File: src/rtl/sync_fifo_ctl.sv
// Single-clock FIFO controller: standard or first-word-fall-through read port,
// programmable almost-full/almost-empty thresholds, occupancy count and flush.
module sync_fifo_ctl #(
    parameter int DATA_BIT  = 64,
    parameter int DEPTH     = 16,
    parameter int ADDR_BIT  = $clog2(DEPTH),
    parameter bit FWFT      = 1'b0,
    parameter int AFULL_TH  = DEPTH - 2,
    parameter int AEMPTY_TH = 2
) (
    input  logic                clk,
    input  logic                rst,
    input  logic                flush,
    input  logic                wen,
    input  logic [DATA_BIT-1:0] wdata,
    output logic                wfull,
    output logic                wafull,
    output logic                werror,
    input  logic                ren,
    output logic [DATA_BIT-1:0] rdata,
    output logic                rvalid,
    output logic                rempty,
    output logic                raempty,
    output logic                rerror,
    output logic [ADDR_BIT:0]   count
);

    localparam logic [ADDR_BIT-1:0] LAST_ADDR  = ADDR_BIT'(DEPTH - 1);
    localparam logic [ADDR_BIT:0]   FULL_CNT   = (ADDR_BIT + 1)'(DEPTH);
    localparam logic [ADDR_BIT:0]   AFULL_CNT  = (ADDR_BIT + 1)'(AFULL_TH);
    localparam logic [ADDR_BIT:0]   AEMPTY_CNT = (ADDR_BIT + 1)'(AEMPTY_TH);

    logic [DATA_BIT-1:0] mem [DEPTH];
    logic [ADDR_BIT-1:0] wptr;
    logic [ADDR_BIT-1:0] rptr;
    logic                rd_ok;
    logic                wr_ok;

    // Explicit wrap so DEPTH need not be a power of two.
    function automatic logic [ADDR_BIT-1:0] next_ptr(input logic [ADDR_BIT-1:0] p);
        return (p == LAST_ADDR) ? '0 : p + 1'b1;
    endfunction

    assign wfull   = (count == FULL_CNT);
    assign wafull  = (count >= AFULL_CNT);
    assign rempty  = (count == '0);
    assign raempty = (count <= AEMPTY_CNT);

    // A write into a full FIFO is only accepted when a read frees a slot on the same edge.
    assign rd_ok = ren && !rempty;
    assign wr_ok = wen && (!wfull || rd_ok);

    always_ff @(posedge clk) begin
        if (wr_ok && !flush && !rst) begin
            mem[wptr] <= wdata;
        end
    end

    always_ff @(posedge clk or posedge rst) begin
        if (rst) begin
            wptr   <= '0;
            rptr   <= '0;
            count  <= '0;
            werror <= 1'b0;
            rerror <= 1'b0;
        end else if (flush) begin
            wptr   <= '0;
            rptr   <= '0;
            count  <= '0;
            werror <= 1'b0;
            rerror <= 1'b0;
        end else begin
            if (wr_ok) begin
                wptr <= next_ptr(wptr);
            end
            if (rd_ok) begin
                rptr <= next_ptr(rptr);
            end
            if (wr_ok && !rd_ok) begin
                count <= count + 1'b1;
            end else if (rd_ok && !wr_ok) begin
                count <= count - 1'b1;
            end
            werror <= wen && !wr_ok;
            rerror <= ren && !rd_ok;
        end
    end

    if (FWFT) begin : g_fwft
        assign rdata  = mem[rptr];
        assign rvalid = !rempty;
    end else begin : g_std
        // rdata deliberately survives flush; only the qualifier drops.
        always_ff @(posedge clk or posedge rst) begin
            if (rst) begin
                rdata  <= '0;
                rvalid <= 1'b0;
            end else if (flush) begin
                rvalid <= 1'b0;
            end else begin
                rvalid <= rd_ok;
                if (rd_ok) begin
                    rdata <= mem[rptr];
                end
            end
        end
    end

endmodule
File: config.mk
export PLATFORM = sky130hd
export DESIGN_NAME = sync_fifo_ctl
export DESIGN_NICKNAME = d
export VERILOG_FILES = /design/src/rtl/sync_fifo_ctl.sv
export SDC_FILE = /design/constraint.sdc
export NUM_CORES = 1
export LEC_CHECK = 0
export BUFFER_PORTS_ARGS = -buffer_cell sky130_fd_sc_hd__buf_2
export CORE_MARGIN = 3
export CORE_UTILIZATION = 44
export CTS_BUF_LIST = sky130_fd_sc_hd__clkbuf_8
export DETAILED_ROUTE_END_ITERATION = 16
export SYNTH_ARGS = -nofsm -noshare
export SYNTH_HDL_FRONTEND = slang
export SYNTH_SLANG_ARGS = --single-unit
File: constraint.sdc
create_clock -name clk -period 15 [get_ports clk]
set_input_delay 2.25 -clock clk [delete_from_list [all_inputs] [get_ports clk]]
set_output_delay 2.25 -clock clk [all_outputs]
set_load 0.01 [all_outputs]
==> out/metrics.csv <==
metric;value;unit
setup_tns;0;ns
fillers;7641;
tritoncts;built;
synth_edf_count;1024;
max-slew-margin-rel;24.8;%
start_kind;input pin;
power.switching;1.65;mW
drv_slew;0;
synthToLayoutAreaGrowth;12.4;%
post-cts-setup-buffer-count;0;
p_int;4.95;mW
crit_top_cell;buf_4;
leakagePower;15.2;nW
dieWidth;317;um
ys_seq_elements;1104;
synth_largest_area_cell;edfxtp_1;
crit_required;15.62;ns
cts_root_buf;clkbuf_8;
setup_viol;0;
wl_per_cell;26.3;um
ys.flop_type;edfxtp_1;
ys_types;47;
synth_most_common_cell;edfxtp_1;
drive_gt1_share;33.6;%
crit_fanout;65;
design.die.area;0.100;mm2
p_sw_share;25.0;%
timing.hold.ws;0.498;ns
crit_arrival;5.57;ns
seq_area;0.0328;mm2
multi_input_area;0.00903;mm2
fin_crit;4.95;ns
port_buffers;144;
dr_total_vias;19400;
period_share;33.0;%
cts.clk_slew.worst_paths;0.06;ns
clkPwrFrac;35.9;%
io_pins;145;
ys_async_sr_fraction;7.25;%
cts_resized;0;
first_global_vias;20900;
antenna_found_initial;11;
cts.sinks;1104;
syn_inst;1827;
cts_buffers;172;
synth_seq_area_share;77.2;%
status;complete, no violations;
cap_violations;0;
core_area;0.0953;mm2
drtAntennaViolNets;0;
power_density;138;mW/mm2
setup.worst_path.class;input pin to flip-flop;
ys_warn_count;0;
max_freq;0.202;GHz
insertion_delay;0.81;ns
grtUsageTotal;18.8;%
routed_wl;91900;um
critPathSlowestCell;buf_4;
firstDrtPassIters;5;
rows;113;
drt-vias-per-instance;5.56;
cts_htree_levels;4;
seqPwrFrac;54.1;%
drc;0;
critPathCaptureType;flip-flop;
gp_congestion;0.764;
hold_viol;0;
syn_nets;1906;
synth_common_cells;edfxtp_1 (1024), mux4_2 (256), mux2i_1 (130);
die_h;317;um
vdd_drop_max;0.0840;mV
syn_area;0.0424;mm2
grt_overflow;0;
clock_skew;0.0314;ns
avgSynthCellArea;23.2;um2
comb_power_share;10.0;%
synth_top_area_share;72.5;%
grt_pass1_wl;137000;um
cpPeakStageDelay;0.86;ns
cp_cell_sequence;buf_2 > inv_1 > nand3_4 > buf_4 > inv_2 > nand2_4 > buf_4 > o221ai_1;
finalNetCount;2156;
post-dp-hpwl;47400;um
start_util;44.5;%
tightest_slew;1.13;ns
grt_max_degree;159;
ys_top_cells_by_area;edfxtp_1 (72%), mux4_2 (14%), dfrtp_1 (4.7%), mux2i_1 (3.1%), o221ai_2 (2.1%);
rsz0062_at_grt;no;
drtIter0Drc;1537;
clk_path_buf_depth;3;
hold_class;flip-flop to flip-flop;
hold_buffers;0;
==> final cells by class <==
cell class	instances	area share (%)
Tap cell	1265	3.32
Inverter	9	0.0761
Sequential cell	1104	68.7
Antenna cell	6	0.0315
Clock inverter	133	1.50
Multi-Input combinational cell	616	18.9
Timing Repair Buffer	174	2.06
Clock buffer	187	5.40
==> layer usage <==
metal / part of all wire, % / vias to the layer above / track usage [%]
met2: 49 / 599 / 30.0
met3: 6.6 / 150 / 4.14
met4: 2.1 / 4 / 5.39
met5: 0.027 / - / 0
met1: 42 / 10400 / 26.2
li1: - / 8268 / -
==> cell usage in the layout (no fill, tap or decap), types with 2 or more instances in the layout <==
cell type	count
a21oi_1	10
and2_4	9
and3_1	3
and3_4	3
buf_12	3
buf_2	144
buf_4	27
bufinv_16	3
clkbuf_8	187
clkinv_1	27
clkinv_2	25
clkinv_8	3
dfrtp_1	77
dfrtp_4	3
diode_2	6
edfxtp_1	1024
ha_1	9
inv_1	72
inv_6	4
inv_8	4
mux2i_1	130
mux4_2	256
nand2_1	70
nand3_1	9
nor2_1	14
nor2_4	2
nor3_1	3
nor3_2	2
nor4_1	2
o211ai_1	2
o211ai_4	2
o21ai_0	3
o221ai_1	4
o221ai_2	60
o41ai_1	2
or4_1	2
xnor2_1	2
xor2_1	2
==> registers in the layout, summed over array words and instances, names as in the netlist <==
signal and count:
count 5, mem 1024, rdata 64, rerror 1, rptr 4, rvalid 1
werror 1, wptr 4
==> metrics by stage <==
step	utilization (%)	area, um2	power, mW	setup slack, ns	std cells
CTS	50.0	47700	6.69	10.07	3488
global placement	46.6	44400	4.29	9.34	3168
floorplan	-	42400	4.03	5.81	1827
global route	50.0	47700	6.88	9.96	3490
finish	50.1	47700	6.60	10.05	3494
detailed placement	46.6	44400	4.31	9.21	3168
==> worst paths after layout <==
check                         start        end  slack, ns  depth (start not counted)
setup reg to reg           count[0]  rdata[25]      10.66                          8
setup / recovery              flush  rdata[25]      10.05                          8
hold / removal             rdata[7]   rdata[7]       0.50                          2
max in group asynchronous       rst  rdata[21]      12.08                          3
min in group asynchronous       rst  rdata[47]       1.57                          2
hold reg to reg            rdata[7]   rdata[7]       0.50                          2
==> power by group through the flow <==
stage	Sequential (mW)	Clock [mW]	Combinational (mW)
2_1_floorplan	3.63	0	0.398
3_3_place_gp	3.64	0	0.654
3_5_place_dp	3.64	0	0.673
4_1_cts	3.58	2.44	0.673
5_1_grt	3.58	2.58	0.717
6_report	3.57	2.37	0.661
==> worst max-delay path, delay by kind of cell <==
kind	cells	cell delay [ns]
AO/OA/AOI/OAI	1	0.21
buffers and inverters	5	2.44
AND/OR/NAND/NOR	2	0.60
==> cells by family (layout without fill, tap and decap cells) <==
family          count (synthesis)  count (layout)  share of synthesized area, %
flops                        1104            1104                          77.2
buf+inv                       107             503                          1.68
compound gates                 89              89                          2.67
fa+ha+maj                      10              10                         0.313
other cells                     0               6                             0
xor+xnor                        4               4                        0.0826
mux                           387             387                          16.7
simple gates                  126             126                          1.37
Power figures use the tool's default switching activity.
